### src/rtl/aes_axis_cmd_master.sv
// AXI-Stream command master for the AES accelerator: serialises {cmd, payload} and collects the result packet.
// Optional response watchdog: define AES_AXIS_CMD_TIMEOUT_EN.
module aes_axis_cmd_master #(
  parameter int C_M_AXIS_TDATA_WIDTH = 32,
  parameter int C_S_AXIS_TDATA_WIDTH = 32,
  parameter int PAYLOAD_WORDS        = 4,
  parameter int RSP_WORDS            = 4,
  parameter int TIMEOUT_CYCLES       = 1024
) (
  input  logic                              axis_aclk,
  input  logic                              axis_aresetn,
  input  logic                              req_valid,
  output logic                              req_ready,
  input  logic [31:0]                       req_cmd,
  input  logic [127:0]                      req_data,
  output logic                              rsp_valid,
  input  logic                              rsp_ready,
  output logic [127:0]                      rsp_data,
  output logic                              rsp_err,
  output logic                              rsp_timeout,
  output logic                              m00_axis_tvalid,
  output logic [C_M_AXIS_TDATA_WIDTH-1:0]   m00_axis_tdata,
  output logic [C_M_AXIS_TDATA_WIDTH/8-1:0] m00_axis_tstrb,
  output logic                              m00_axis_tlast,
  input  logic                              m00_axis_tready,
  input  logic                              s00_axis_tvalid,
  input  logic [C_S_AXIS_TDATA_WIDTH-1:0]   s00_axis_tdata,
  input  logic [C_S_AXIS_TDATA_WIDTH/8-1:0] s00_axis_tstrb,
  input  logic                              s00_axis_tlast,
  output logic                              s00_axis_tready
);

  localparam int TXW = (PAYLOAD_WORDS > 1) ? $clog2(PAYLOAD_WORDS) : 1;
  localparam int RXW = (RSP_WORDS > 1) ? $clog2(RSP_WORDS) : 1;

  typedef enum logic [1:0] {IDLE, SEND, RECV, PRESENT} state_t;

  state_t           state_reg;
  logic [31:0]      tx_buf [PAYLOAD_WORDS];
  logic [31:0]      payload_words [PAYLOAD_WORDS];
  logic [31:0]      rsp_words [RSP_WORDS];
  logic [TXW-1:0]   tx_ptr_reg;
  logic [RXW-1:0]   rx_ptr_reg;
  logic             req_ready_reg;
  logic             rsp_valid_reg;
  logic             rsp_err_reg;
  logic             m_tvalid_reg;
  logic             m_tlast_reg;
  logic [31:0]      m_tdata_reg;
  logic             s_tready_reg;
  logic             rx_fire;
  logic             rx_last_beat;

  // Payload is sent most-significant word first; result fills from the top down.
  for (genvar gi = 0; gi < PAYLOAD_WORDS; gi++) begin : g_payload
    assign payload_words[gi] = req_data[127-32*gi -: 32];
  end
  for (genvar gi = 0; gi < RSP_WORDS; gi++) begin : g_rsp
    assign rsp_data[127-32*gi -: 32] = rsp_words[gi];
  end

  assign rx_fire      = s00_axis_tvalid && s_tready_reg;
  assign rx_last_beat = (rx_ptr_reg == RXW'(RSP_WORDS-1));

  assign req_ready       = req_ready_reg;
  assign rsp_valid       = rsp_valid_reg;
  assign rsp_err         = rsp_err_reg;
  assign m00_axis_tvalid = m_tvalid_reg;
  assign m00_axis_tdata  = m_tdata_reg;
  assign m00_axis_tlast  = m_tlast_reg;
  assign m00_axis_tstrb  = '1;
  assign s00_axis_tready = s_tready_reg;

`ifdef AES_AXIS_CMD_TIMEOUT_EN
  logic [31:0] wd_cnt_reg;
  logic        rsp_timeout_reg;
  logic        wd_expire;
  assign wd_expire   = (wd_cnt_reg == 32'(TIMEOUT_CYCLES - 1));
  assign rsp_timeout = rsp_timeout_reg;
  logic unused_ok;
  assign unused_ok = &{1'b0, s00_axis_tstrb};
`else
  assign rsp_timeout = 1'b0;
  logic unused_ok;
  assign unused_ok = &{1'b0, s00_axis_tstrb, 32'(TIMEOUT_CYCLES)};
`endif

  always_ff @(posedge axis_aclk or negedge axis_aresetn) begin
    if (!axis_aresetn) begin
      state_reg     <= IDLE;
      tx_ptr_reg    <= '0;
      rx_ptr_reg    <= '0;
      req_ready_reg <= 1'b0;
      rsp_valid_reg <= 1'b0;
      rsp_err_reg   <= 1'b0;
      m_tvalid_reg  <= 1'b0;
      m_tlast_reg   <= 1'b0;
      m_tdata_reg   <= '0;
      s_tready_reg  <= 1'b0;
      for (int i = 0; i < PAYLOAD_WORDS; i++) tx_buf[i] <= '0;
      for (int i = 0; i < RSP_WORDS; i++) rsp_words[i] <= '0;
`ifdef AES_AXIS_CMD_TIMEOUT_EN
      wd_cnt_reg      <= '0;
      rsp_timeout_reg <= 1'b0;
`endif
    end else begin
      case (state_reg)
        IDLE: begin
          req_ready_reg <= 1'b1;
          if (req_valid && req_ready_reg) begin
            req_ready_reg <= 1'b0;
            for (int i = 0; i < PAYLOAD_WORDS; i++) tx_buf[i] <= payload_words[i];
            // Clearing the result here makes unreceived words read as zero on error/timeout.
            for (int i = 0; i < RSP_WORDS; i++) rsp_words[i] <= '0;
            m_tvalid_reg <= 1'b1;
            m_tdata_reg  <= req_cmd;
            m_tlast_reg  <= 1'b0;
            tx_ptr_reg   <= '0;
            rsp_err_reg  <= 1'b0;
`ifdef AES_AXIS_CMD_TIMEOUT_EN
            rsp_timeout_reg <= 1'b0;
`endif
            state_reg <= SEND;
          end
        end
        SEND: begin
          if (m_tvalid_reg && m00_axis_tready) begin
            if (m_tlast_reg) begin
              m_tvalid_reg <= 1'b0;
              m_tlast_reg  <= 1'b0;
              m_tdata_reg  <= '0;
              s_tready_reg <= 1'b1;
              rx_ptr_reg   <= '0;
`ifdef AES_AXIS_CMD_TIMEOUT_EN
              wd_cnt_reg <= '0;
`endif
              state_reg <= RECV;
            end else begin
              m_tdata_reg <= tx_buf[tx_ptr_reg];
              m_tlast_reg <= (tx_ptr_reg == TXW'(PAYLOAD_WORDS-1));
              tx_ptr_reg  <= tx_ptr_reg + TXW'(1);
            end
          end
        end
        RECV: begin
          if (rx_fire) rsp_words[rx_ptr_reg] <= s00_axis_tdata;
`ifdef AES_AXIS_CMD_TIMEOUT_EN
          wd_cnt_reg <= wd_cnt_reg + 32'd1;
          if (wd_expire) begin
            rsp_timeout_reg <= 1'b1;
            rsp_err_reg     <= 1'b1;
            s_tready_reg    <= 1'b0;
            rsp_valid_reg   <= 1'b1;
            state_reg       <= PRESENT;
          end else
`endif
          if (rx_fire) begin
            if (s00_axis_tlast || rx_last_beat) begin
              // Good framing needs tlast exactly on the final expected beat.
              rsp_err_reg   <= !(s00_axis_tlast && rx_last_beat);
              s_tready_reg  <= 1'b0;
              rsp_valid_reg <= 1'b1;
              state_reg     <= PRESENT;
            end else begin
              rx_ptr_reg <= rx_ptr_reg + RXW'(1);
            end
          end
        end
        PRESENT: begin
          if (rsp_ready) begin
            rsp_valid_reg <= 1'b0;
            req_ready_reg <= 1'b1;
            state_reg     <= IDLE;
          end
        end
        default: state_reg <= IDLE;
      endcase
    end
  end

endmodule

### config.mk
export PLATFORM = sky130hd
export DESIGN_NAME = aes_axis_cmd_master
export DESIGN_NICKNAME = d
export VERILOG_FILES = /design/src/rtl/aes_axis_cmd_master.sv
export SDC_FILE = /design/constraint.sdc
export NUM_CORES = 1
export LEC_CHECK = 0
export BUFFER_PORTS_ARGS = -buffer_cell sky130_fd_sc_hd__buf_2
export CELL_PAD_IN_SITES_DETAIL_PLACEMENT = 0
export CELL_PAD_IN_SITES_GLOBAL_PLACEMENT = 1
export CORE_UTILIZATION = 42
export DETAILED_ROUTE_END_ITERATION = 10
export GPL_ROUTABILITY_DRIVEN = 1
export GPL_TIMING_DRIVEN = 1
export MAX_ROUTING_LAYER = met4
export PLACE_DENSITY_LB_ADDON = 0.12
export RECOVER_POWER = 25
export SLEW_MARGIN = 20
export SYNTH_ARGS = -nofsm -noshare
export SYNTH_HDL_FRONTEND = slang
export SYNTH_SLANG_ARGS = --single-unit
### constraint.sdc
create_clock -name axis_aclk -period 2 [get_ports axis_aclk]
set_input_delay 0 -clock axis_aclk [delete_from_list [all_inputs] [get_ports axis_aclk]]
set_output_delay 0 -clock axis_aclk [all_outputs]
set_load 0.05 [all_outputs]
== After elaboration in Yosys (flattened, before gate mapping) ==
Index checks and enable logic that the tools add are counted.

* Bits in registers: 300
* Input port bits: 203
* Output and inout port bits: 171

* Reductions and logical operators: 24
* Eq/ne operators: 13
* Mux-type cells: 52
* Magnitude comparators: 3
* Add/sub/neg operators: 2
* Bitwise operators: 2

{| class="wikitable"
|+ Operators with widths
! kind !! count
|-
| $mux W128 || 2
|-
| $pmux W128 S2 || 1
|-
| $mux W32 || 6
|-
| $bwmux W128 || 1
|-
| $bmux W32 S2 || 1
|-
| $demux W32 S2 || 1
|-
| $pmux W32 S2 || 1
|-
| $mux W2 || 13
|-
| $mux W1 || 17
|-
| $ne A2 B2 Y1 const B || 8
|-
| $reduce_and A4 Y1 || 4
|-
| $pmux W1 S2 || 6
|-
| $reduce_and A5 Y1 || 2
|-
| $reduce_bool A2 Y1 || 5
|-
| $eq A2 B2 Y1 const B || 4
|-
| $pmux W2 S2 || 2
|-
| $pmux W2 S4 || 1
|-
| $ge A3 B3 Y1 const B || 2
|-
| $not A2 Y3 || 2
|-
| $reduce_and A3 Y1 || 2
|-
| $reduce_and A6 Y1 || 1
|-
| $logic_and A1 B1 Y1 || 5
|-
| $add A2 B1 Y2 const B || 2
|-
| $reduce_and A2 Y1 || 2
|-
| 5 further kinds || 5
|}

== Logic depth before layout (Yosys ltp) ==
Gate-level depths: netlist of run 1.

* Depth after elaboration: 8
* Depth in mapped cells: 8
* Depth with buffers taken out: 5

== Least setup slack after synthesis of run 1 ==
No wires, ideal clock.

* Path type: register to register
* Start point: register m_tvalid_reg (netlist: m00_axis_tvalid)
* End point: register m_tdata_reg[10] (netlist: m00_axis_tdata[10])
* Slack: 0.063 ns
* Cell stages (with the launch flop): 5
* Arrival: 1.812 ns
* Data required time: 1.875 ns
* Path buffers: 1
* Cells stage by stage: dfrtp_1 -> nand2_1 -> a211oi_2 -> buf_4 -> mux2_2

* Cells in the longest elaborated chain, start to end: 3

{| class="wikitable"
|+ Ends and longest elaborated chain
! item !! RTL line !! text
|-
| start, declared || 47 || <nowiki>logic m_tvalid_reg;</nowiki>
|-
| start signal, assigned || 96 || <nowiki>m_tvalid_reg <= 1'b0;</nowiki>
|-
| start signal, assigned || 115 || <nowiki>m_tvalid_reg <= 1'b1;</nowiki>
|-
| start signal, assigned || 129 || <nowiki>m_tvalid_reg <= 1'b0;</nowiki>
|-
| $logic_and A1 B1 Y1 || 127 || <nowiki>if (m_tvalid_reg && m00_axis_tready) begin</nowiki>
|-
| $ne A2 B2 Y1 (no source line) || -- ||
|-
| $reduce_and A3 Y1 (no source line) || -- ||
|-
| end signal, assigned || 116 || <nowiki>m_tdata_reg <= req_cmd;</nowiki>
|-
| end signal, assigned || 139 || <nowiki>m_tdata_reg <= tx_buf[tx_ptr_reg];</nowiki>
|-
| end, declared || 49 || <nowiki>logic [31:0] m_tdata_reg;</nowiki>
|}

Every way passes these cells.
A chain may end at the register's enable or synchronous reset.

== Worst setup path after layout of run 1 ==
* Start point: register state_reg[1]
* End point: register m_tdata_reg[3] (netlist: m00_axis_tdata[3])

* Cells in the longest elaborated chain, start to end: 3
* Elaborated cells on any way between the ends: 7

{| class="wikitable"
|+ Ends and longest elaborated chain
! item !! RTL line !! text
|-
| start, declared || 38 || <nowiki>state_t state_reg;</nowiki>
|-
| start signal, assigned || 90 || <nowiki>state_reg <= IDLE;</nowiki>
|-
| start signal, assigned || 123 || <nowiki>state_reg <= SEND;</nowiki>
|-
| start signal, assigned || 137 || <nowiki>state_reg <= RECV;</nowiki>
|-
| $eq A2 B1 Y1 / $logic_not A2 Y1 (equally long branches) || 107 || <nowiki>case (state_reg)</nowiki>
|-
| $ne A2 B2 Y1 (no source line) / $reduce_bool A2 Y1 (equally long branches) || -- ||
|-
| $reduce_and A3 Y1 (no source line) || -- ||
|}

Several ways; a longest one is shown, not always the timed one.

==> run metrics, run 1 <==
drt pass-1 iters 8; Area growth syn-to-layout 42.2%; Synth cell types 47; Netlist Area Pre-Place 13,200 um^2; Seq/Total Area, Yosys 0.567; Final HPWL DP 24.1 mm; Hold Slack 0.258 ns; # setup viols final 0; RR Endpoint m00_axis_tdata[3]$_DFFE_PN0P_; 1st-iter DRT viols 475; CTS tree done; synthesized area per cell 14.4 um^2; CTS Buf Count 35; Hold Crit Start req_data[30]; H-tree depth 2; WL/cell 20.0 um; top cell type's share of synthesized area 0.567; grt total ovfl 0; final net count 1,706; Top FF cell, synth dfrtp_1; Worst setup SP type register; finished layout cell area 18,800 um^2; final hold viol count 0; EDFF count, synth 0; Max-slew headroom 0.541; Arr. time, crit path 2.33 ns; Hold Path Class input port to register; first-pass GRT wire length 60.1 mm; gpl congestion 0.782; final non-filler cell total 1,917; Post-Synthesis Cells 921; critical path class register to register; Worst-path clk slew 0.06 ns; share of layout cells above drive strength 1 0.355; Die Span X 180 um; Hold EP tx_buf[30]$_DFFE_PN0P_; vias per cell 5.32; largest cells by area after synthesis dfrtp_1 57%, mux2_2 14%, a32o_1 7.4%, mux2i_1 4.9%, mux2_4 3.4%; total routed wirelength 38.3 mm; leak pwr 0.00856 uW; GRT Util Overall 0.242; maximum vdd drop 862 uV; Initial Utilization 0.430; CTS root buf clkbuf_16; Tmin final 1.94 ns; met2 wire len 18.3 mm; Fill cells 2,514; fmax 0.514 GHz; maximum clock path buffer count 3; max-slew violations 0; Rows 64; Antenna Nets Post-Route 0; worst path required time 2.38 ns; Num Clock Sinks 300; crit path capture type register; hold depth 3; yosys warns 0; Setup TNS 0 ns; met1 WL 16.9 mm; reg-to-reg critical path startpoint state_reg[1]$_DFFE_PN0P_; antenna violations before repair 3; Max-Cap Viols 0; R2R cell count 7; residual DRC count 23; setup repair after global routing missed its margin yes; Least-Margin Pin Slew 0.691 ns; Async SR Flop Fraction 1.00; I/O Buffers 364; routed wl met3 2.03 mm; Die H 180 um; Worst Path Max Fanout 12; r2r setup slk 0.06 ns; Clock Skew 0.00942 ns; largest net degree at the start of global routing 61; clk_lat worst skew 0.50 ns; Post-DP Area 15,700 um^2; outcome complete, but fails checks; CORE AREA 30,800 um^2; vias in the first global route 10,900; Synth Register Bits 300; violations in the final reports design-rule violations; Highest Signal Layer met4; dpl cells 1,646; period utilization 0.972; # IOs 374; pwr dens 1560 nW/um^2; cell accounting for the most synthesized area dfrtp_1; vias 10,200; Die Footprint 32,200 um^2
==> cell usage after synthesis (7+ instances only) <==
library cell / instances
o221ai_1: 32
nand2b_1: 33
buf_4: 11
nand2_1: 7
ha_1: 10
clkbuf_1: 29
a32o_1: 98
dfrtp_1: 300
mux2_2: 163
buf_2: 30
buf_6: 10
mux2_4: 30
and3_1: 33
mux2i_1: 65
inv_1: 8
==> cells by family after synthesis <==
group / share of synthesized area
flip-flops: 0.567
multiplexers: 0.222
AO/OA/AOI/OAI: 0.117
buffers and inverters: 0.0420
AND/OR/NAND/NOR: 0.0420
adder cells (fa/ha/maj): 0.00945
other: 0.000567
==> metal layers <==
metal | GRT usage | vias up
met5 | - | -
met4 | 0.0841 | 0
met3 | 0.0452 | 83
met2 | 0.381 | 294
met1 | 0.314 | 5175
li1 | - | 4644
==> final cells by class <==
| type | count | area [um^2] | area share |
|---|---|---|---|
| diodes | 3 | 7.51 | 0.000399 |
| clock buffers | 55 | 1110 | 0.0591 |
| clock inverters | 7 | 60.1 | 0.00319 |
| inverters | 8 | 30.0 | 0.00159 |
| multi-input cells | 530 | 5280 | 0.280 |
| flip-flops and latches | 300 | 7510 | 0.399 |
| well taps | 396 | 495 | 0.0263 |
| repair buffers | 618 | 4340 | 0.230 |
==> metrics by stage <==
| stage | setup WS [ns] | power, uW | util |
|---|---|---|---|
| 3_5_place_dp | 0.0493 | 22600 | 0.510 |
| 4_1_cts | 0.0319 | 29400 | 0.613 |
| 5_1_grt | -0.00627 | 30800 | 0.611 |
| 3_3_place_gp | 0.0672 | 22400 | 0.510 |
| 2_1_floorplan | 0.0631 | 18900 | - |
| 6_report | 0.0556 | 29300 | 0.611 |
==> layout by cell type, fill, tap and decap left out, drive strengths merged, types with 3 or more instances in the layout <==
master	n
a211oi	3
mux2i	65
mux2	193
inv	8
o2111ai	4
dlygate4sd3	199
o21ai	4
nand2b	33
a21oi	4
a32o	98
nand2	7
clkbuf	202
diode	3
conb	5
and3	33
ha	10
nor2	5
o221ai	32
nand3	4
buf	272
clkinv	6
dfrtp	300
==> where the power goes <==
part           internal (uW)  total (uW)  switching (uW)
clock                   3940        6410            2470
combinational           5380       13300            7930
sequential              8340        9570            1230
==> timing repair <==
item | CTS | global route
setup endpoints to repair | 0 | 171
hold buffers | 200 | 0
gates resized for setup | 0 | 7
endpoints found under the hold margin | 595 | 0
setup buffers | 0 | 6
==> worst max path at each step <==
stage | startpoint | cells past startpoint | slack, ns | end
after floorplan | m00_axis_tvalid$_DFFE_PN0P_ | 4 | 0.06 | m00_axis_tdata[10]$_DFFE_PN0P_
after global placement | state_reg[1]$_DFFE_PN0P_ | 6 | 0.07 | m00_axis_tdata[8]$_DFFE_PN0P_
after detailed placement | state_reg[1]$_DFFE_PN0P_ | 6 | 0.05 | m00_axis_tdata[10]$_DFFE_PN0P_
after CTS | state_reg[1]$_DFFE_PN0P_ | 6 | 0.03 | m00_axis_tdata[10]$_DFFE_PN0P_
after global routing | state_reg[0]$_DFFE_PN0P_ | 7 | -0.006 | rsp_data[66]$_DFFE_PN0P_
final | state_reg[1]$_DFFE_PN0P_ | 7 | 0.06 | m00_axis_tdata[3]$_DFFE_PN0P_
==> worst max-delay path, cell delays in order (launching register included) <==
cell and delay [ns]:
dfrtp_1 0.43, inv_2 0.09, ha_4 0.18, a21boi_4 0.17, a211oi_4 0.26, buf_6 0.16
clkbuf_16 0.19, mux2_2 0.33
Power figures use the tool's default switching activity.
==> run 2: changes to the inputs <==
--- a/config.mk
+++ b/config.mk
@@ -6,9 +6,9 @@
 export NUM_CORES = 1
 export LEC_CHECK = 0
 export BUFFER_PORTS_ARGS = -buffer_cell sky130_fd_sc_hd__buf_2
-export CELL_PAD_IN_SITES_DETAIL_PLACEMENT = 0
-export CELL_PAD_IN_SITES_GLOBAL_PLACEMENT = 1
-export CORE_UTILIZATION = 42
+export CELL_PAD_IN_SITES_DETAIL_PLACEMENT = 1
+export CELL_PAD_IN_SITES_GLOBAL_PLACEMENT = 2
+export CORE_UTILIZATION = 35
 export DETAILED_ROUTE_END_ITERATION = 10
 export GPL_ROUTABILITY_DRIVEN = 1
 export GPL_TIMING_DRIVEN = 1
==> run 2 against run 1 <==
The flow finishes with violations (max-capacitance violations, max-slew violations). Clock power down 4.2%. Combinational power rose by 4%. Global-route usage shrank 1.7 points. Sequential share of layout area is 0.63 points lower. Core utilization shrank 9.3 points. Wire length rose by 12%. Worst setup slack worse by 0.025 ns. Count of clock-buffer cells in the layout shrank 2. Power is 0.96% higher. Largest cell class unchanged. Highest routed layer unchanged.
==> run metrics, run 2 (same netlist as run 1, synthesis figures left out) <==
outcome complete, but fails checks; violations in the final reports max-capacitance violations, max-slew violations; residual DRC count 0 (-100%); Initial Utilization 0.358 (-0.0712); most common cell after layout, fill and taps aside buf_2; Area growth syn-to-layout 44.5%; share of layout cells above drive strength 1 0.450 (+0.0953); max-slew violations 62 (+62); Max-Cap Viols 1 (+1); Num Clock Sinks 300 (unchanged); Antenna Nets Post-Route 0 (unchanged); r2r setup slk 0.03 ns (-0.03 ns); pwr dens 1550 nW/um^2 (-0.63%); Hold Path Class input port to register; CTS root buf clkbuf_16; I/O Buffers 364 (unchanged); Rows 70 (+9.4%); H-tree depth 2 (unchanged); Max-slew headroom -0.109 (-0.651); Die Footprint 38,600 um^2 (+20%); internal power 17,700 uW (about the same); Tmin final 1.97 ns (+0.0252 ns); Gate power share 0.468 (+0.013); final net count 1,711 (+0.29%); Seq pwr share 0.324 (-0.003); CTS Buf Count 36 (+2.9%); maximum clock path buffer count 3 (unchanged); fmax 0.508 GHz (-1.3%); Worst Path Max Fanout 18 (+6); vias per cell 5.07 (-4.6%); Arr. time, crit path 2.36 ns (+0.03 ns); Final HPWL DP 27.3 mm (+13%); Worst setup SP type register; hold depth 4 (+1); final hold viol count 0 (unchanged); net switching power 11,900 uW (+2.4%); largest net degree at the start of global routing 65 (+6.6%); Worst-path clk slew 0.05 ns (about the same); worst path required time 2.39 ns (about the same); Die H 197 um (+9.4%); WL/cell 21.0 um (+5.3%); R2R cell count 7 (unchanged); gpl congestion 0.759 (-3.0%); grt total ovfl 0 (unchanged); CTS tree done; CORE AREA 37,000 um^2 (+20%); Clock Skew 0.0154 ns (+0.00595 ns); clk_lat worst skew 0.52 ns (+0.02 ns); # IOs 374 (unchanged); maximum vdd drop 698 uV (-19%); antenna violations before repair 7 (+4); total routed wirelength 42.7 mm (+12%); sw frac 0.403 (+0.00565); vias 10,300 (+1.1%); clock share of power 0.207 (-0.012); Die Span X 197 um (+9.4%); drt pass-1 iters 5 (-3); utilization after layout 0.518 (-0.0932); 1st-iter DRT viols 392 (-17%); GRT Util Overall 0.225 (-0.0173); # setup viols final 0 (unchanged); most frequent cells in the layout 365 x buf_2, 298 x dfrtp_1, 197 x dlygate4sd3_1; critical path class register to register; vias in the first global route 11,200 (+3.6%); Least-Margin Pin Slew 1.66 ns (+0.973 ns); period utilization 0.985 (+0.0126); crit path capture type register; Hold Slack 0.0717 ns (-0.186 ns); leak pwr 0.00913 uW (+6.7%); first-pass GRT wire length 65.3 mm (+8.5%)
[run 2: cell types whose count changed in the layout (fill, tap and decap cells not counted), moves of 2 or more]
cell / previous run / this run
o2111ai_2: 2 / 0
dlygate4sd3_1: 199 / 197
buf_6: 1 / 4
ha_4: 2 / 0
clkbuf_8: 12 / 7
o2111ai_4: 1 / 3
diode_2: 3 / 8
buf_2: 217 / 365
clkbuf_1: 152 / 9
[run 2: power groups by stage]
| stage | sequential (uW) | clock (uW) | combinational (uW) |
|---|---|---|---|
| finish | 9600 | 6140 | 13800 |
| global route | 9890 | 6570 | 14700 |
| CTS | 9570 | 6330 | 13600 |
| detailed placement | 9660 | 0 | 13300 |
| global placement | 9570 | 0 | 13100 |
| floorplan | 12300 | 0 | 6620 |
[run 2: worst paths after layout]
path / start / endpoint
setup / recovery: state_reg[0]$_DFFE_PN0P_ / m00_axis_tlast$_DFFE_PN0P_
min in group asynchronous: axis_aresetn / rsp_data[126]$_DFFE_PN0P_
max in group asynchronous: axis_aresetn / rsp_data[92]$_DFFE_PN0P_
setup reg to reg: state_reg[0]$_DFFE_PN0P_ / m00_axis_tlast$_DFFE_PN0P_
hold reg to reg: rsp_data[104]$_DFFE_PN0P_ / rsp_data[104]$_DFFE_PN0P_
hold / removal: req_valid / m00_axis_tvalid$_DFFE_PN0P_
[run 2: metal layers]
layer | global-route usage | wire length (um)
met2 | 0.368 | 21100
met3 | 0.0431 | 2160
met5 | - | 0
met1 | 0.285 | 18500
met4 | 0.0608 | 946
[run 2: critical path, stage by stage (launching register included)]
cell and delay (ns):
dfrtp_1 0.39, buf_4 0.15, ha_2 0.22, buf_12 0.17, a211oi_4 0.21, buf_4 0.19
clkbuf_16 0.18, mux2_2 0.33
[run 2: final cells by class]
cell class                      count  area (um^2)
Tap cell                          504          631
Fill cell                        3854        17800
Antenna cell                        8         20.0
Clock buffer                       53         1060
Clock inverter                      8         42.5
Timing Repair Buffer              622         4570
Sequential cell                   300         7510
Multi-Input combinational cell    530         5280
Inverter                            8         30.0
[run 2: timing repair]
item	4_1_cts	5_1_grt
buffers inserted	0	4
endpoints found under the setup margin	3	101
endpoints found under the hold margin	594	0
pin swaps	0	2
resized for setup	2	3
cloned	0	3
hold buffers	197	0
[run 2: metrics by stage]
stage / instance area [um^2] / TNS, ns / power [uW] / std cells / setup WS [ns]
2_1_floorplan: 13300 / 0 / 18900 / 924 / 0.0631
3_3_place_gp: 16000 / 0 / 22600 / 1760 / 0.0730
3_5_place_dp: 16000 / 0 / 22900 / 1760 / 0.0416
4_1_cts: 19000 / 0 / 29500 / 2018 / 0.0155
5_1_grt: 19100 / -0.0385 / 31200 / 2032 / -0.00910
6_report: 19100 / 0 / 29600 / 2033 / 0.0304
